### config.mk
export PLATFORM = sky130hd
export DESIGN_NAME = uart_ram_bridge
export DESIGN_NICKNAME = d
export VERILOG_FILES = /design/src/rtl/uart_ram_bridge.sv
export SDC_FILE = /design/constraint.sdc
export NUM_CORES = 1
export LEC_CHECK = 0
export ABC_AREA = 1
export CAP_MARGIN = 20
export CORE_UTILIZATION = 50
export CTS_BUF_LIST = sky130_fd_sc_hd__clkbuf_2
export DETAILED_ROUTE_END_ITERATION = 8
export PLACE_DENSITY_LB_ADDON = 0.05
export SETUP_SLACK_MARGIN = 0.2
export SLEW_MARGIN = 20
export SYNTH_ARGS = -nofsm -noshare
export SYNTH_HDL_FRONTEND = slang
export SYNTH_SLANG_ARGS = --single-unit
### constraint.sdc
create_clock -name clk -period 1.55 [get_ports clk]
set_input_delay 0.31 -clock clk [delete_from_list [all_inputs] [get_ports clk]]
set_output_delay 0.31 -clock clk [all_outputs]
set_load 0.03 [all_outputs]
### src/rtl/uart_ram_bridge.sv
// UART byte-stream to single-access SRAM command sequencer (write 0x57, read 0x52).
// Define UART_RAM_ECHO_ACK_EN to answer each successful write with 0x4B.
module uart_ram_bridge #(
  parameter int unsigned TIMEOUT = 255
) (
  input  logic        clk,
  input  logic        rst,
  input  logic        rx_valid,
  input  logic [7:0]  rx_data,
  input  logic        tx_ready,
  output logic        tx_valid,
  output logic [7:0]  tx_data,
  output logic        mem_en_n,
  output logic        mem_re_n,
  output logic        mem_we_n,
  output logic [16:0] mem_addr,
  output logic [15:0] mem_wdata,
  input  logic [15:0] mem_rdata,
  input  logic        mem_done,
  output logic        busy,
  output logic        err
);

  localparam logic [7:0] OP_WR     = 8'h57;
  localparam logic [7:0] OP_RD     = 8'h52;
  localparam logic [7:0] ACK_BYTE  = 8'h4B;
  localparam logic [7:0] TCNT_LAST = 8'(TIMEOUT - 1);

  typedef enum logic [2:0] {
    IDLE,
    GET_ADDR,
    GET_DATA,
    MEM_ACC,
    SEND_HI,
    SEND_LO
`ifdef UART_RAM_ECHO_ACK_EN
    , SEND_ACK
`endif
  } state_t;

  state_t      state;
  logic        is_write;
  logic        issued;
  logic [1:0]  bcnt;
  logic [7:0]  tcnt;
  logic [15:0] rdata_q;

  always_ff @(posedge clk) begin
    if (rst) begin
      state     <= IDLE;
      is_write  <= 1'b0;
      issued    <= 1'b0;
      bcnt      <= 2'd0;
      tcnt      <= 8'd0;
      rdata_q   <= 16'h0000;
      tx_valid  <= 1'b0;
      tx_data   <= 8'h00;
      mem_en_n  <= 1'b1;
      mem_re_n  <= 1'b1;
      mem_we_n  <= 1'b1;
      mem_addr  <= 17'h0;
      mem_wdata <= 16'h0;
      busy      <= 1'b0;
      err       <= 1'b0;
    end else begin
      tx_valid <= 1'b0;
      case (state)
        IDLE: begin
          if (rx_valid && (rx_data == OP_WR || rx_data == OP_RD)) begin
            is_write <= (rx_data == OP_WR);
            err      <= 1'b0;
            bcnt     <= 2'd0;
            busy     <= 1'b1;
            state    <= GET_ADDR;
          end
        end
        // Address bytes land directly in mem_addr; strobes stay high until the access starts.
        GET_ADDR: begin
          if (rx_valid) begin
            case (bcnt)
              2'd0:    mem_addr[16]   <= rx_data[0];
              2'd1:    mem_addr[15:8] <= rx_data;
              default: mem_addr[7:0]  <= rx_data;
            endcase
            bcnt <= bcnt + 2'd1;
            if (bcnt == 2'd2) begin
              bcnt <= 2'd0;
              if (is_write) begin
                state <= GET_DATA;
              end else begin
                issued <= 1'b0;
                tcnt   <= 8'd0;
                state  <= MEM_ACC;
              end
            end
          end
        end
        GET_DATA: begin
          if (rx_valid) begin
            if (bcnt == 2'd0) begin
              mem_wdata[15:8] <= rx_data;
              bcnt            <= 2'd1;
            end else begin
              mem_wdata[7:0] <= rx_data;
              bcnt           <= 2'd0;
              issued         <= 1'b0;
              tcnt           <= 8'd0;
              state          <= MEM_ACC;
            end
          end
        end
        // First cycle is address setup; strobes fall on the following edge.
        MEM_ACC: begin
          if (!issued) begin
            issued   <= 1'b1;
            mem_en_n <= 1'b0;
            mem_re_n <= is_write;
            mem_we_n <= !is_write;
          end else if (mem_done) begin
            mem_en_n <= 1'b1;
            mem_re_n <= 1'b1;
            mem_we_n <= 1'b1;
            if (is_write) begin
`ifdef UART_RAM_ECHO_ACK_EN
              state <= SEND_ACK;
`else
              busy  <= 1'b0;
              state <= IDLE;
`endif
            end else begin
              rdata_q <= mem_rdata;
              state   <= SEND_HI;
            end
          end else if (tcnt == TCNT_LAST) begin
            mem_en_n <= 1'b1;
            mem_re_n <= 1'b1;
            mem_we_n <= 1'b1;
            err      <= 1'b1;
            if (is_write) begin
              busy  <= 1'b0;
              state <= IDLE;
            end else begin
              rdata_q <= 16'hEEEE;
              state   <= SEND_HI;
            end
          end else begin
            tcnt <= tcnt + 8'd1;
          end
        end
        // Skipping the cycle tx_valid is high gives the transmitter time to drop tx_ready.
        SEND_HI: begin
          if (tx_ready && !tx_valid) begin
            tx_valid <= 1'b1;
            tx_data  <= rdata_q[15:8];
            state    <= SEND_LO;
          end
        end
        SEND_LO: begin
          if (tx_ready && !tx_valid) begin
            tx_valid <= 1'b1;
            tx_data  <= rdata_q[7:0];
            busy     <= 1'b0;
            state    <= IDLE;
          end
        end
`ifdef UART_RAM_ECHO_ACK_EN
        SEND_ACK: begin
          if (tx_ready && !tx_valid) begin
            tx_valid <= 1'b1;
            tx_data  <= ACK_BYTE;
            busy     <= 1'b0;
            state    <= IDLE;
          end
        end
`endif
        default: begin
          busy  <= 1'b0;
          state <= IDLE;
        end
      endcase
    end
  end

`ifndef UART_RAM_ECHO_ACK_EN
  logic unused_ack;
  assign unused_ack = ^ACK_BYTE;
`endif

endmodule

==> results <==
- The highest cell delay on the worst timing path is 390 ps.
- The number of buffers created by CTS is 9.
- The slack of the worst reg-to-reg path is -50 ps.
- The flow ran to the end, but the final reports show violations.
- The instance count after placement with tap cells included is 641.
- The detailed router finished its first iteration with 259 violations.
- Of the total synthesized cell area, the portion taken by AND, OR, NAND and NOR gates is 0.238.
- Clock latency on the worst-skew pair, taken at its later pin, is 530 ps.
- The number of hold-slack violations in the final timing report came to 0.
- The worst setup path is captured at a flip-flop.
- The synthesized instance count is 463.
- At the pin with the least slew margin, the transition time is 334 ps.
- The last element of the critical path is state[1].
- The count of nets left with antenna violations after detail routing is 0.
- The number of buffers added to fix hold violations after cts is 0.
- For this design the total switching power over the nets is 2030 uW.
- The most used flip-flop cell after synthesis is dfxtp_1.
- 76 I/O pins were placed.
- The library cell with the largest summed area after synthesis is dfxtp_1.
- The first global-routing pass estimated 15400 um of wire.
- Relative to the synthesized area, the layout overhead comes to 65.0%.
- The initial utilization of the core area, before any placement, comes to 0.531.
- The number of antenna diodes in the final layout is 0.
- The worst-case headroom to the max-slew limit is 0.777.
- For this design the static power due to leakage is 0.00236 uW.
- At the end of the flow the core is filled with cells to 0.876.
- Of the total power, the share spent switching nets is 0.398.
- At the end of routability-driven placement, the weighted congestion stood at 0.890.
- After synthesis, the share of cell area in mux cells is 0.
- Tracing the worst setup path back leads to its startpoint at tcnt[0].
- The total power is 5100 uW.
- Cell internal power was estimated by the tool at 3070 uW.
- The synthesized design contains 78 register bits.
- The Yosys step of the flow raised 0 warnings.
- The final routed wirelength across all metal layers is 11600 um.
- The share of the cycle needed by the critical path after routing is 1.03.
- Clock-pin slew was measured on the worst setup and hold paths at 230 ps.
- The share of total power dissipated in sequential elements is 0.440.
- The maximum fanout along the worst path is 4.
- TritonCTS built the clock tree.
- Leaving out fill and tap cells, the most frequent cell in the layout is nand2_1.
- The sink count of the clock tree is 78.
- For the worst flop-to-flop path, the logic depth is 13.
- The clock skew after layout is 22.4 ps.
- Of the post-synthesis cell area, the dominant cell type holds 0.453.
- The mean cell area of the mapped netlist is 7.45 um^2.
- The vertical die dimension is 85.0 um.
- The number of vias in the routed layout is 3841.
- In the layout the commonest cells are 67 x nand2_1, 66 x buf_6, 58 x buf_4.
- STA classifies the critical path startpoint as a flip-flop.
- The compound-gate portion of the synthesized area was 0.201.
- The detailed-routing iteration count for the pre-antenna-repair pass is 5.
- The number of nets in the layout is 646.
- The highest ir drop seen on vdd is 0.583 mV.
- The number of cells on the critical path is 13.
- The signal on the critical path passes through inv_2, ha_4, nand2_4, nor2_4, nand2_2, buf_6, nand3_4, nand2_4, nor2_4, nand2_1, nand2_1, inv_1, nor2_1.
- The worst setup path category is reg2reg.
- Detailed placement finished with a half-perimeter wire length of 6340 um.
- The depth of the CTS H-tree is 3.
- The average routed wire per standard cell is 16.6 um.
- No sink is reached through more buffers than the 2 on the longest clock path.
- The final-layout fill cell count is 347.
- The share of total power dissipated in the clock network is 0.183.
- The final worst slack is -46.1 ps.
- The path class of the tightest hold or removal check is in2reg.
- Buffers placed on the I/O ports in this run total 75.
- The data required time of the critical path is 2040 ps.
- The synthesized netlist contains 34 unique library cells.
- The buffering stage count on the worst path with inverters included is 3.
- The total core area is 6490 um^2.
- The average vias per placed instance is 5.51.
- The endpoint of the most critical register-to-register path is state[1].
- The power per cell area is 896 nW/um^2.
- The count of cells in the finished layout, fillers not included, comes to 697.
- The slowest stage of the critical path belongs to the cell dfxtp_2.
- The maximum achievable frequency is 0.627 GHz.
- The startpoint identified for the worst register-to-register timing path is tcnt[0].
- Subtracting the final worst setup slack from the clock period gives 1600 ps.
- After synthesis, the largest family of logic cells by area is simple AND/OR/NAND/NOR gates.
- The share of synthesized cell area in full adder, half adder and majority cells is 0.00726.
- Setup repair after global routing could not meet its margin everywhere.
- Across all hold checks on the routed design, the worst slack comes to 339 ps.
- The largest net degree at the start of global routing is 38.
- The placement row count is 29.
- The fraction of synthesis flops using an asynchronous set or reset pin is 0.
- The remaining design rule violation count is 0.
- The sequential-to-total area share from yosys stat is 0.453.
- At the worst endpoint, the arrival time is 2080 ps.
- The post-synth design cell area is 3450 um^2.
- The die covers 7230 um^2.
- The setup slack at placement is -190 ps.
- The number of max-slew violations in the final report is 0.
- The remaining global-route overflow is 0.
- The via count of the first global-routing pass came to 3400.
- Across the run, the number of max-cap violations was 0.
- Setup violations remaining at the end of the flow were counted as 23.
- The overall die width is 85.0 um.
- Yosys attributes the largest share of cell area to dfxtp_1 45%, nand2_1 10%, a21oi_1 8.6%, nor2_1 6.3%, o21ai_0 4.6%.
- The clock tree root driver cell is clkbuf_2.
- The number of nets in the synthesized netlist is 494.
- The checks that failed: setup timing.
- The synthesized design contains 0 enable-type register cells.
- The global router's overall resource usage is 0.270.
- The source of the worst hold timing path is mem_rdata[4].
- The number of antenna violations at the first check in global routing is 0.
- The kind of cell with the highest combined delay along the critical path is simple AND/OR/NAND/NOR gates.
- The share of cells above drive strength 1 is 0.511.
- Of the total synthesized cell area, the portion taken by XOR and XNOR cells is 0.0102.
- The combinational group share of total power is 0.377.
[sequential cells by signal, summed over array words and instances, names as in the netlist]
name       cells
busy           1
mem_re_n       1
tcnt           8
mem_we_n       1
mem_addr      17
is_write       1
tx_data        8
tx_valid       1
bcnt           2
mem_en_n       1
mem_wdata     16
rdata_q       16
err            1
issued         1
state          3
[worst min path at each step]
stage / to / cells past startpoint
2_1_floorplan: rdata_q[14] / 1
3_3_place_gp: mem_addr[6] / 2
3_5_place_dp: mem_addr[6] / 2
4_1_cts: rdata_q[4] / 3
5_1_grt: rdata_q[13] / 2
6_report: rdata_q[4] / 3
[metal layers]
layer | global-route usage | vias up | share of wire
li1 | - | 1835 | -
met1 | 0.315 | 1812 | 0.40
met2 | 0.475 | 162 | 0.52
met3 | 0.0438 | 32 | 0.051
met4 | 0.148 | 0 | 0.030
met5 | 0 | - | 0
[worst register-to-register path: stages (launching register included)]
cell     delay [ps]
dfxtp_2         390
inv_2            70
ha_4            130
nand2_4          50
nor2_4          100
nand2_2          80
buf_6           130
nand3_4          80
nand2_4          60
nor2_4          160
nand2_1          90
nand2_1          80
inv_1            40
nor2_1           80
[kinds of logic after synthesis]
kind of cell | Yosys count
buf+inv | 70
fa+ha+maj | 2
compound gates | 124
flops | 78
xor+xnor | 4
simple gates | 185
[stage by stage]
step / instance area [um^2] / setup TNS [ps]
floorplan: 3480 / 0
global placement: 4590 / -4530
CTS: 5040 / 0
finish: 5690 / -521
detailed placement: 4590 / -5680
global route: 5690 / -2780
[power groups by stage]
stage          clock [uW]  combinational, uW  sequential, uW
2_1_floorplan           0                726            2360
3_3_place_gp            0               1310            2230
3_5_place_dp            0               1340            2230
4_1_cts               925               1620            2230
5_1_grt              1050               2020            2250
6_report              932               1920            2240
[synth_stat cells (4+ instances only)]
master     instances
a21oi_1           59
buf_2              4
buf_4              5
clkbuf_1           9
dfxtp_1           78
inv_1             40
inv_2              8
nand2_1           92
nand3_1           15
nor2_1            58
o2111ai_1          8
o21ai_0           32
o21ai_1           10
o21bai_1           6
o31a_1             6
[repair_timing]
item	in CTS	in global routing
setup buffers	6	29
gates cloned	1	4
resized for setup	431	115
endpoints found under the setup margin	108	118
pin swaps	20	33
[cell type report]
type	instances	area (um^2)	share of cell area
Multi-Input combinational cell	316	2040	0.359
Sequential cell	78	1640	0.288
Timing Repair Buffer	160	1620	0.285
Inverter	49	201	0.0354
Tap cell	77	96.3	0.0169
Clock buffer	9	45.0	0.00792
Clock inverter	7	41.3	0.00726
Timing Repair inverter	1	5.00	0.000880
Note: power is estimated with default switching activity, not from simulation.
